--- config.mk ---
export PLATFORM = sky130hd
export DESIGN_NAME = fft_job_scheduler_flat
export DESIGN_NICKNAME = d
export VERILOG_FILES = /design/src/rtl/fft_job_scheduler_if.sv /design/src/rtl/fft_job_scheduler.sv /design/src/flat_wrapper.sv
export SDC_FILE = /design/constraint.sdc
export NUM_CORES = 1
export LEC_CHECK = 0
export ABC_AREA = 1
export BUFFER_PORTS_ARGS = -buffer_cell sky130_fd_sc_hd__buf_4
export CORE_MARGIN = 2
export CORE_UTILIZATION = 45
export CTS_BUF_LIST = sky130_fd_sc_hd__clkbuf_2
export DETAILED_ROUTE_END_ITERATION = 7
export PLACE_DENSITY_LB_ADDON = 0.12
export SETUP_SLACK_MARGIN = 0.02
export SLEW_MARGIN = 20
export SYNTH_ARGS = -nofsm -noshare
export SYNTH_HDL_FRONTEND = slang
export SYNTH_SLANG_ARGS = --single-unit
--- constraint.sdc ---
create_clock -name clk -period 9 [get_ports clk]
set_input_delay 0.45 -clock clk [delete_from_list [all_inputs] [get_ports clk]]
set_output_delay 0.45 -clock clk [all_outputs]
set_load 0.005 [all_outputs]
--- src/rtl/fft_job_scheduler_if.sv ---
// Handshake bundle between the FFT job scheduler (master) and the frame FIFOs / FFT core / demux (slave).
interface fft_job_scheduler_if #(
  parameter int unsigned NUM_REQ = 6,
  parameter int unsigned SEL_W   = 3
);
  logic [NUM_REQ-1:0] req;
  logic [NUM_REQ-1:0] grant_start;
  logic               fft_start;
  logic               fft_out_valid;
  logic               fft_edone;
  logic [SEL_W-1:0]   mux_sel;
  logic [SEL_W-1:0]   dmux_sel;
  logic               busy;
  logic [NUM_REQ-1:0] done_pulse;
  logic               frame_err;
  logic               wdt_err;
  logic               fft_abort;

  modport master (
    input  req, fft_out_valid, fft_edone,
    output grant_start, fft_start, mux_sel, dmux_sel, busy,
           done_pulse, frame_err, wdt_err, fft_abort
  );

  modport slave (
    output req, fft_out_valid, fft_edone,
    input  grant_start, fft_start, mux_sel, dmux_sel, busy,
           done_pulse, frame_err, wdt_err, fft_abort
  );
endinterface

--- src/rtl/fft_job_scheduler.sv ---
// Round-robin scheduler sharing one FFT engine among NUM_REQ frame sources.
// Define FFT_WDT_EN to add a RUN-state watchdog that aborts a stalled FFT job.
module fft_job_scheduler #(
  parameter int unsigned NUM_REQ    = 6,
  parameter int unsigned SEL_W      = 3,
  parameter int unsigned FRAME_LEN  = 128,
  parameter int unsigned CNT_W      = 8,
  parameter int unsigned WDT_CYCLES = 4096
) (
  input logic                clk,
  input logic                rst,
  fft_job_scheduler_if.master bus
);

  typedef enum logic [1:0] {IDLE, LOAD, RUN} state_t;

  state_t             state_q, state_d;
  logic [SEL_W-1:0]   sel_q, sel_d;
  logic [SEL_W-1:0]   last_q, last_d;
  logic [SEL_W-1:0]   mux_q, mux_d;
  logic [SEL_W-1:0]   dmux_q, dmux_d;
  logic [CNT_W-1:0]   cnt_q, cnt_d, cnt_inc;
  logic [NUM_REQ-1:0] grant_q, grant_d;
  logic [NUM_REQ-1:0] done_q, done_d;
  logic               start_q, start_d;
  logic               busy_q, busy_d;
  logic               ferr_q, ferr_d;
  logic [SEL_W-1:0]   winner, idx;
  logic               found;

`ifdef FFT_WDT_EN
  localparam int unsigned WDT_W = $clog2(WDT_CYCLES + 1);
  logic [WDT_W-1:0] wdt_q, wdt_d;
  logic             wdt_err_q, wdt_err_d;
`else
  logic unused_wdt_cfg;
  assign unused_wdt_cfg = (WDT_CYCLES == 0);
`endif

  // First requesting source above last_grant, wrapping modulo NUM_REQ
  always_comb begin
    found  = 1'b0;
    winner = '0;
    idx    = '0;
    for (int unsigned i = 1; i <= NUM_REQ; i++) begin
      idx = SEL_W'((32'(last_q) + i) % NUM_REQ);
      if (!found && bus.req[idx]) begin
        found  = 1'b1;
        winner = idx;
      end
    end
  end

  assign cnt_inc = (bus.fft_out_valid && (cnt_q != CNT_W'(FRAME_LEN))) ? cnt_q + CNT_W'(1) : cnt_q;

  always_comb begin
    state_d = state_q;
    sel_d   = sel_q;
    last_d  = last_q;
    mux_d   = mux_q;
    dmux_d  = dmux_q;
    cnt_d   = cnt_q;
    grant_d = '0;
    start_d = 1'b0;
    done_d  = '0;
    ferr_d  = 1'b0;
`ifdef FFT_WDT_EN
    wdt_d     = wdt_q;
    wdt_err_d = 1'b0;
`endif
    case (state_q)
      IDLE: begin
        // Start pulses are registered on this edge so they land in the LOAD cycle
        if (found) begin
          sel_d   = winner;
          mux_d   = winner;
          last_d  = winner;
          grant_d = NUM_REQ'(1) << winner;
          start_d = 1'b1;
          state_d = LOAD;
        end
      end
      LOAD: begin
        dmux_d  = sel_q;
        cnt_d   = '0;
        state_d = RUN;
`ifdef FFT_WDT_EN
        wdt_d   = '0;
`endif
      end
      RUN: begin
        cnt_d = cnt_inc;
`ifdef FFT_WDT_EN
        wdt_d = wdt_q + WDT_W'(1);
`endif
        if (bus.fft_edone) begin
          if (cnt_inc == CNT_W'(FRAME_LEN)) done_d = NUM_REQ'(1) << sel_q;
          else                              ferr_d = 1'b1;
          state_d = IDLE;
        end
`ifdef FFT_WDT_EN
        else if (wdt_q == WDT_W'(WDT_CYCLES - 1)) begin
          wdt_err_d = 1'b1;
          state_d   = IDLE;
        end
`endif
      end
      default: state_d = IDLE;
    endcase
    busy_d = (state_d != IDLE);
  end

  always_ff @(posedge clk or posedge rst) begin
    if (rst) begin
      state_q <= IDLE;
      sel_q   <= '0;
      last_q  <= SEL_W'(NUM_REQ - 1);
      mux_q   <= '0;
      dmux_q  <= '0;
      cnt_q   <= '0;
      grant_q <= '0;
      start_q <= 1'b0;
      done_q  <= '0;
      ferr_q  <= 1'b0;
      busy_q  <= 1'b0;
`ifdef FFT_WDT_EN
      wdt_q     <= '0;
      wdt_err_q <= 1'b0;
`endif
    end else begin
      state_q <= state_d;
      sel_q   <= sel_d;
      last_q  <= last_d;
      mux_q   <= mux_d;
      dmux_q  <= dmux_d;
      cnt_q   <= cnt_d;
      grant_q <= grant_d;
      start_q <= start_d;
      done_q  <= done_d;
      ferr_q  <= ferr_d;
      busy_q  <= busy_d;
`ifdef FFT_WDT_EN
      wdt_q     <= wdt_d;
      wdt_err_q <= wdt_err_d;
`endif
    end
  end

  assign bus.grant_start = grant_q;
  assign bus.fft_start   = start_q;
  assign bus.mux_sel     = mux_q;
  assign bus.dmux_sel    = dmux_q;
  assign bus.busy        = busy_q;
  assign bus.done_pulse  = done_q;
  assign bus.frame_err   = ferr_q;
`ifdef FFT_WDT_EN
  assign bus.wdt_err     = wdt_err_q;
  assign bus.fft_abort   = wdt_err_q;
`else
  assign bus.wdt_err     = 1'b0;
  assign bus.fft_abort   = 1'b0;
`endif

endmodule

--- src/flat_wrapper.sv ---
// flat-port wrapper written by rule: the top's interface ports become plain ports
module fft_job_scheduler_flat 
#(
  parameter int unsigned NUM_REQ    = 6,
  parameter int unsigned SEL_W      = 3,
  parameter int unsigned FRAME_LEN  = 128,
  parameter int unsigned CNT_W      = 8,
  parameter int unsigned WDT_CYCLES = 4096
)
  (clk, rst, bus_req, bus_fft_out_valid, bus_fft_edone, bus_grant_start, bus_fft_start, bus_mux_sel, bus_dmux_sel, bus_busy, bus_done_pulse, bus_frame_err, bus_wdt_err, bus_fft_abort);
  fft_job_scheduler_if #(.NUM_REQ(NUM_REQ), .SEL_W(SEL_W)) bus_i ();
  input logic clk;
  input logic rst;
  input wire logic [$bits(bus_i.req)-1:0] bus_req;
  input wire logic [$bits(bus_i.fft_out_valid)-1:0] bus_fft_out_valid;
  input wire logic [$bits(bus_i.fft_edone)-1:0] bus_fft_edone;
  output wire logic [$bits(bus_i.grant_start)-1:0] bus_grant_start;
  output wire logic [$bits(bus_i.fft_start)-1:0] bus_fft_start;
  output wire logic [$bits(bus_i.mux_sel)-1:0] bus_mux_sel;
  output wire logic [$bits(bus_i.dmux_sel)-1:0] bus_dmux_sel;
  output wire logic [$bits(bus_i.busy)-1:0] bus_busy;
  output wire logic [$bits(bus_i.done_pulse)-1:0] bus_done_pulse;
  output wire logic [$bits(bus_i.frame_err)-1:0] bus_frame_err;
  output wire logic [$bits(bus_i.wdt_err)-1:0] bus_wdt_err;
  output wire logic [$bits(bus_i.fft_abort)-1:0] bus_fft_abort;
  assign bus_i.req = bus_req;
  assign bus_i.fft_out_valid = bus_fft_out_valid;
  assign bus_i.fft_edone = bus_fft_edone;
  assign bus_grant_start = bus_i.grant_start;
  assign bus_fft_start = bus_i.fft_start;
  assign bus_mux_sel = bus_i.mux_sel;
  assign bus_dmux_sel = bus_i.dmux_sel;
  assign bus_busy = bus_i.busy;
  assign bus_done_pulse = bus_i.done_pulse;
  assign bus_frame_err = bus_i.frame_err;
  assign bus_wdt_err = bus_i.wdt_err;
  assign bus_fft_abort = bus_i.fft_abort;
  fft_job_scheduler #(.NUM_REQ(NUM_REQ), .SEL_W(SEL_W), .FRAME_LEN(FRAME_LEN), .CNT_W(CNT_W), .WDT_CYCLES(WDT_CYCLES)) u_core (.clk(clk), .rst(rst), .bus(bus_i));
endmodule
==> results of run 1 <==
layer usage:
metal	up-vias	wire length [µm]
li1	1279	-
met1	1106	3120
met2	58	2570
met3	6	291
met4	0	44
met5	-	0
through the flow:
stage | instances | hold slack, ns | util [%] | area [µm²]
after global routing | 487 | 0.142 | 51.3 | 3000
after CTS | 487 | 0.133 | 51.3 | 3000
after floorplan | 381 | 0.465 | - | 2690
final | 487 | 0.135 | 51.3 | 3000
after detailed placement | 479 | 0.463 | 50.6 | 2960
after global placement | 479 | 0.461 | 50.6 | 2960
cell usage after synthesis, drive strengths merged:
cell	n	area share (%)
clkbuf	1	0.14
dfstp	2	2.0
dfrtp	31	29
nand4	14	3.7
conb	1	0.14
buf	7	2.0
nand2	108	17
a31oi	1	0.23
xor2	9	2.9
clkinv	1	0.14
o211ai	1	0.28
or2	4	0.93
nand3	49	11
nor3	5	1.3
o22ai	5	1.2
o21ai	20	4.0
inv	55	7.7
mux2i	1	0.37
a21oi	4	1.2
and3	1	0.23
nor2	37	5.8
nor4	2	0.47
nand3b	2	0.56
ha	19	8.8
critical path, cell delays in order, from the launching register on:
cell and delay [ns]:
dfrtp_1 0.57, clkinv_1 0.38, ha_1 0.39, a21oi_4 0.23, inv_1 0.09, ha_1 0.31
nor2_1 0.10, nand3_1 0.07, nand2_1 0.09, nand3_1 0.10, nand2_2 0.14, inv_1 0.07
nand3_1 0.08, nand2_2 0.12, nor3_4 0.29, nand3_2 0.13, nand2_4 0.13, inv_2 0.08
nand3_1 0.12, nor2_1 0.06
path summary, 6_finish.rpt:
check	slack, ns	start	cells past startpoint	endpoint
setup reg to reg	5.38	u_core.last_q[1]	19	u_core.bus.grant_start[0]
hold reg to reg	0.50	u_core.bus.dmux_sel[2]	2	u_core.bus.dmux_sel[2]
hold / removal	0.14	rst	3	u_core.bus.busy
max in group asynchronous	8.52	rst	3	u_core.last_q[0]
min in group clk	0.38	bus_fft_edone	3	u_core.bus.frame_err
setup / recovery	5.38	u_core.last_q[1]	19	u_core.bus.grant_start[0]
kinds of logic after synthesis:
| kind of cell | after synthesis | share of synthesized area (%) |
|---|---|---|
| buffers and inverters | 64 | 9.95 |
| multiplexers | 1 | 0.372 |
| AO/OA/AOI/OAI | 31 | 6.84 |
| XOR/XNOR | 9 | 2.93 |
| flip-flops | 33 | 30.8 |
| other | 1 | 0.139 |
| adder cells (fa/ha/maj) | 19 | 8.84 |
| AND/OR/NAND/NOR | 222 | 40.1 |
layout make-up:
class                           count  area (µm²)
Tap cell                           75        93.8
Clock inverter                      3        12.5
Clock buffer                        5        25.0
Sequential cell                    33         828
Inverter                           56         210
Timing Repair Buffer               31         233
Fill cell                         588        2850
Multi-Input combinational cell    284        1600
sequential cells by signal, indices dropped and copies added (netlist names), 2 cells and up:
register / flops
u_core.sel_q: 2
u_core.state_q: 2
u_core.bus.grant_start: 6
u_core.bus.dmux_sel: 3
u_core.last_q: 3
u_core.cnt_q: 8
u_core.bus.done_pulse: 6
==> metrics.log, run 1 <==
[metrics] Data arrival, critical path: 3.90 ns
[metrics] Avg WL per Cell: 12.4 µm
[metrics] kind of end point of the critical path: flip-flop
[metrics] Maximum Capacitance Violations: 0
[metrics] Detailed Routing Iterations Pass 1: 4
[metrics] number of gates resized after CTS: 0
[metrics] number of CTS-inserted buffers: 5
[metrics] slew at the pin closest to its max-slew limit: 0.624 ns
[metrics] final critical-path required period: 3.62 ns
[metrics] CTS tree: done
[metrics] number of routed nets with antenna violations: 0
[metrics] final critical-path share of the clock period: 40.2%
[metrics] count of yosys warnings during synthesis: 0
[metrics] final RePlAce weighted congestion: 0.904
[metrics] buffers added on ports: 30
[metrics] GR met3 Demand/Resource: 4.78%
[metrics] Critical Path RT: 9.28 ns
[metrics] Post-Route Skew: 0.0117 ns
[metrics] pin count of the biggest net entering global routing: 34
[metrics] setup violators final: 0
[metrics] setup repair after global routing missed its margin: no
[metrics] maximum count of clock buffers along a single path: 2
[metrics] GRT overflow: 0
[metrics] post-DR vias/cell: 5.03
[metrics] Final Net Count: 440
[metrics] launching element type of the critical path: flip-flop
[metrics] half-perimeter wire length after detailed placement: 4700 µm
[metrics] achievable clock frequency: 276 MHz
[metrics] Layout Area Growth over Synthesis: 11.5%
[metrics] worst-skew pair later-pin latency: 0.36 ns
[metrics] core region area: 5850 µm²
[metrics] worst path setup slack after routing: 5.38 ns
[metrics] Setup Slack @ Placement: 5.38 ns
[metrics] antenna diode count: 0
[metrics] leading cell type in the layout, fill and taps excluded: nand2_1
[metrics] count of mapped cells out of synthesis: 380
[metrics] category of the most critical setup path: flip-flop to flip-flop
[metrics] met2 track demand over resource in global routing: 28.8%
[metrics] Die Height: 81.3 µm
[metrics] I/O Pins: 33
[metrics] wire length of the first global-routing pass: 10400 µm
[metrics] DIE AREA: 6610 µm²
[metrics] critical-path maximum fanout: 10
[metrics] GR Util met1: 30.7%
[metrics] path class of the lowest-slack min-delay path: primary input to asynchronous set/reset pin
[metrics] Yosys reg bits: 33
[metrics] Global Route Usage Sum: 20.2%
[metrics] H-tree depth: 2
[metrics] via count of the first global-routing pass: 2252
[metrics] Clock Tree Root: clkbuf_2
[metrics] clock slew at the register clock pins of the worst setup and hold paths: 0.16 ns
[metrics] pins over their slew limit: 0
[metrics] number of sinks on the clock net: 33
[metrics] sequential fraction of the synthesis area: 30.8%
[metrics] cts-stage hold buffer count: 0
[metrics] Slew HR: 58.0%
[metrics] leading cell types in the layout, fill and taps excluded: 94 x nand2_1, 47 x inv_1, 43 x nand3_1
[metrics] Fin Setup TNS: 0 ns
[metrics] antenna violations before repair: 0
[metrics] cell area after synthesis: 2690 µm²
[metrics] postcts setup bufs: 0
[metrics] proportion of layout cells with a drive suffix above 1: 19.2%
[metrics] via count of the routed design: 2449
[metrics] site row count: 28
[metrics] synthesized area per cell: 7.08 µm²
[metrics] starting DRC count in detailed routing: 163
[metrics] remaining routing DRC violations: 0
[metrics] post-detailed-routing wire length: 6030 µm
[metrics] Hold Fails Final Rpt: 0
[metrics] Initial Utilization: 46.0%
[metrics] count of cell types in the netlist: 39
[metrics] busiest layer in global routing: met1
[metrics] Die Width: 81.3 µm
[metrics] result of the run: finished clean
Power of run 1 is left out: the tool's default activity adds up to more than one toggle a clock period on the data nets, which glitch-free logic cannot reach.
==> run 2, diff against run 1 <==
--- a/config.mk
+++ b/config.mk
@@ -5,7 +5,7 @@
 export SDC_FILE = /design/constraint.sdc
 export NUM_CORES = 1
 export LEC_CHECK = 0
-export ABC_AREA = 1
+export ABC_AREA = 0
 export BUFFER_PORTS_ARGS = -buffer_cell sky130_fd_sc_hd__buf_4
 export CORE_MARGIN = 2
 export CORE_UTILIZATION = 45
==> constraint.sdc (replaced) <==
create_clock -name clk -period 3.28 [get_ports clk]
set_input_delay 0.164 -clock clk [delete_from_list [all_inputs] [get_ports clk]]
set_output_delay 0.164 -clock clk [all_outputs]
set_load 0.005 [all_outputs]
==> metrics.log, run 2 <==
[metrics] result of the run: complete, but fails checks
[metrics] violations in the final reports: negative setup slack
[metrics] launching element type of the critical path: flip-flop
[metrics] I/O Pins: 33 (unchanged)
[metrics] share of synthesized registers carrying an async set or reset: 100% (unchanged)
[metrics] number of sinks on the clock net: 33 (unchanged)
[metrics] proportion of layout cells with a drive suffix above 1: 46.8% (+28 points)
[metrics] Initial Utilization: 46.6% (+0.67 points)
[metrics] core region area: 5510 µm² (-5.9%)
[metrics] post-DR vias/cell: 5.54 (+10%)
[metrics] Die Height: 79.6 µm (-2.2%)
[metrics] busiest layer in global routing: met2
[metrics] flip-flop cell with the highest count after synthesis: dfrtp_1
[metrics] CTS tree: done
[metrics] maximum count of clock buffers along a single path: 2 (unchanged)
[metrics] clock slew at the register clock pins of the worst setup and hold paths: 0.20 ns (+0.04 ns)
[metrics] leading cell types in the layout, fill and taps excluded: 83 x buf_4, 30 x dfrtp_1, 21 x nand2_1, 21 x nor2_1, 13 x inv_1
[metrics] number of instances in the placed design: 425 (-11%)
[metrics] area fraction of the dominant cell type after synthesis: 30.2% (+1.4 points)
[metrics] count of mapped cells out of synthesis: 286 (-25%)
[metrics] antenna violations before repair: 0 (unchanged)
[metrics] GR met3 Demand/Resource: 3.73% (-1.0 points)
[metrics] GR Util met1: 26.5% (-4.2 points)
[metrics] cell with the most instances after synthesis: dfrtp_1
[metrics] synthesized area per cell: 8.98 µm² (+27%)
[metrics] wire length of the first global-routing pass: 10700 µm (+3.0%)
[metrics] pin count of the biggest net entering global routing: 34 (unchanged)
[metrics] Setup Slack @ Placement: -0.195 ns (-5.58 ns)
[metrics] Die Width: 79.6 µm (-2.2%)
[metrics] via count of the first global-routing pass: 2326 (+3.3%)
[metrics] kind of end point of the critical path: flip-flop
[metrics] Hold Fails Final Rpt: 0 (unchanged)
[metrics] DIE AREA: 6330 µm² (-4.3%)
[metrics] cell area after synthesis: 2570 µm² (-4.5%)
[metrics] Most flops, register: u_core.cnt_q
[metrics] achievable clock frequency: 295 MHz (+6.8%)
[metrics] leading cell type in the layout, fill and taps excluded: buf_4
[metrics] buffers added on ports: 30 (unchanged)
[metrics] Detailed Routing Iterations Pass 1: 4 (unchanged)
[metrics] Slew HR: 67.0% (+9.0 points)
[metrics] via count of the routed design: 2480 (+1.3%)
[metrics] Yosys reg bits: 33 (unchanged)
[metrics] leading cell types by count after synthesis: 31 x dfrtp_1, 24 x nand2_1, 23 x nor2_1
[metrics] share of the core filled with cells: 68.5% (+17 points)
[metrics] category of the most critical setup path: flip-flop to flip-flop
[metrics] post-detailed-routing wire length: 6720 µm (+12%)
[metrics] sequential fraction of the synthesis area: 32.2% (+1.5 points)
[metrics] Data arrival, critical path: 3.69 ns (-0.21 ns)
[metrics] number of synthesized flops with an enable pin: 0 (unchanged)
[metrics] Global Route Usage Sum: 21.1% (+0.88 points)
[metrics] critical-path maximum fanout: 7 (-3)
[metrics] worst-skew pair later-pin latency: 0.38 ns (+0.02 ns)
[metrics] count of yosys warnings during synthesis: 0 (unchanged)
[metrics] final RePlAce weighted congestion: 0.884 (-2.2%)
[metrics] met2 track demand over resource in global routing: 38.0% (+9.2 points)
[metrics] remaining routing DRC violations: 0 (unchanged)
[metrics] Avg WL per Cell: 15.0 µm (+21%)
[metrics] Maximum Capacitance Violations: 0 (unchanged)
[metrics] starting DRC count in detailed routing: 79 (-52%)
[metrics] pins over their slew limit: 0 (unchanged)
[metrics] worst path setup slack after routing: -0.109 ns (-5.49 ns)
[metrics] H-tree depth: 2 (unchanged)
[metrics] setup repair after global routing missed its margin: yes
[metrics] Layout Area Growth over Synthesis: 46.9%
[metrics] final critical-path share of the clock period: 103% (+63 points)
[metrics] filler cell count: 412 (-30%)
[metrics] Critical Path RT: 3.58 ns (-5.70 ns)
[metrics] number of flip-flops under the largest register name: 8 (unchanged)
[metrics] setup slack of the most critical reg-to-reg path: -0.11 ns (-5.49 ns)
[metrics] cell type with the highest aggregate area in the netlist: dfrtp_1
[metrics] slew at the pin closest to its max-slew limit: 0.489 ns (-0.134 ns)
[metrics] antenna diode count: 0 (unchanged)
[metrics] path class of the lowest-slack min-delay path: primary input to flip-flop
[metrics] count of cell types in the netlist: 67 (+72%)
[metrics] site row count: 27 (-3.6%)
[metrics] setup violators final: 10 (+10)
[metrics] area used by multi-input combinational logic: 1980 µm² (+24%)
[metrics] Final Net Count: 404 (-8.2%)
[metrics] Post-Route Skew: 0.0246 ns (+0.0129 ns)
[metrics] number of routed nets with antenna violations: 0 (unchanged)
[metrics] Clock Tree Root: clkbuf_2
[metrics] largest cells by area after synthesis: dfrtp_1 30%, ha_1 9.3%, mux2_2 5.3%
[metrics] Storage cell area: 830 µm² (+0.15%)
[metrics] half-perimeter wire length after detailed placement: 4850 µm (+3.1%)
[metrics] final critical-path required period: 3.39 ns (-0.232 ns)
[metrics] post-layout instance count excluding filler cells: 448 (-8.0%)
[metrics] number of CTS-inserted buffers: 5 (unchanged)
[metrics] GRT overflow: 0 (unchanged)
-- run 2: area by class of cell --
| type | count | share of cell area [%] |
|---|---|---|
| Clock buffer | 5 | 0.663 |
| Clock inverter | 3 | 0.464 |
| Inverter | 20 | 2.19 |
| Multi-Input combinational cell | 221 | 52.5 |
| Sequential cell | 33 | 22.0 |
| Tap cell | 72 | 2.39 |
| Timing Repair Buffer | 94 | 19.8 |
-- run 2: timing repair --
item                                    CTS  global route
endpoints found under the setup margin   14            15
gates resized for setup                  14            60
setup buffers                             4            10
endpoints found under the hold margin    31             0
pin swaps                                12            18
cloned                                    0             0
hold buffers                              1             0
-- run 2: path summary, 6_finish.rpt --
kind                                   startpoint                      to  cells past startpoint
max                              u_core.last_q[2]         u_core.sel_q[0]                     14
min                                 bus_fft_edone    u_core.bus.frame_err                      3
max reg2reg                      u_core.last_q[2]         u_core.sel_q[0]                     14
min reg2reg                u_core.bus.dmux_sel[2]  u_core.bus.dmux_sel[2]                      1
max in group asynchronous                     rst        u_core.last_q[2]                      4
min in group asynchronous                     rst         u_core.sel_q[2]                      4
-- run 2: per-stage QoR --
| stage | hold slack, ns | setup TNS (ns) | instance area [µm²] |
|---|---|---|---|
| after global routing | 0.0351 | -1.55 | 3770 |
| after floorplan | 0.289 | -1.41 | 2670 |
| after global placement | 0.282 | -1.33 | 3270 |
| final | 0.0454 | -0.551 | 3770 |
| after detailed placement | 0.285 | -1.58 | 3270 |
| after CTS | 0.00941 | -0.604 | 3410 |
-- run 2: per-layer routing --
metal | vias up | share of wire, %
li1 | 1218 | -
met1 | 1225 | 45
met2 | 33 | 53
met3 | 4 | 2.2
met4 | 0 | 0.57
met5 | - | 0
-- run 2: kinds of logic (layout without fill, tap and decap cells) --
kind of cell | count (synthesis) | after routing | synth area share (%)
compound gates | 68 | 68 | 19.1
flops | 33 | 33 | 32.2
simple gates | 107 | 107 | 22.4
mux | 20 | 20 | 8.87
fa+ha+maj | 19 | 19 | 9.25
buf+inv | 33 | 122 | 5.65
other cells | 1 | 2 | 0.146
xor+xnor | 5 | 5 | 2.29
-- run 2: worst max-delay path: stages, from the launching register on --
cell	delay [ns]
dfstp_2	0.61
inv_4	0.04
ha_4	0.15
a21o_1	0.17
ha_1	0.28
or4b_1	0.46
and3_4	0.17
a2111o_1	0.29
a32o_2	0.32
nand2b_1	0.11
a21boi_2	0.06
o21bai_2	0.17
mux2i_4	0.12
buf_6	0.13
mux2_4	0.25
Power of run 2 is left out for the same reason.
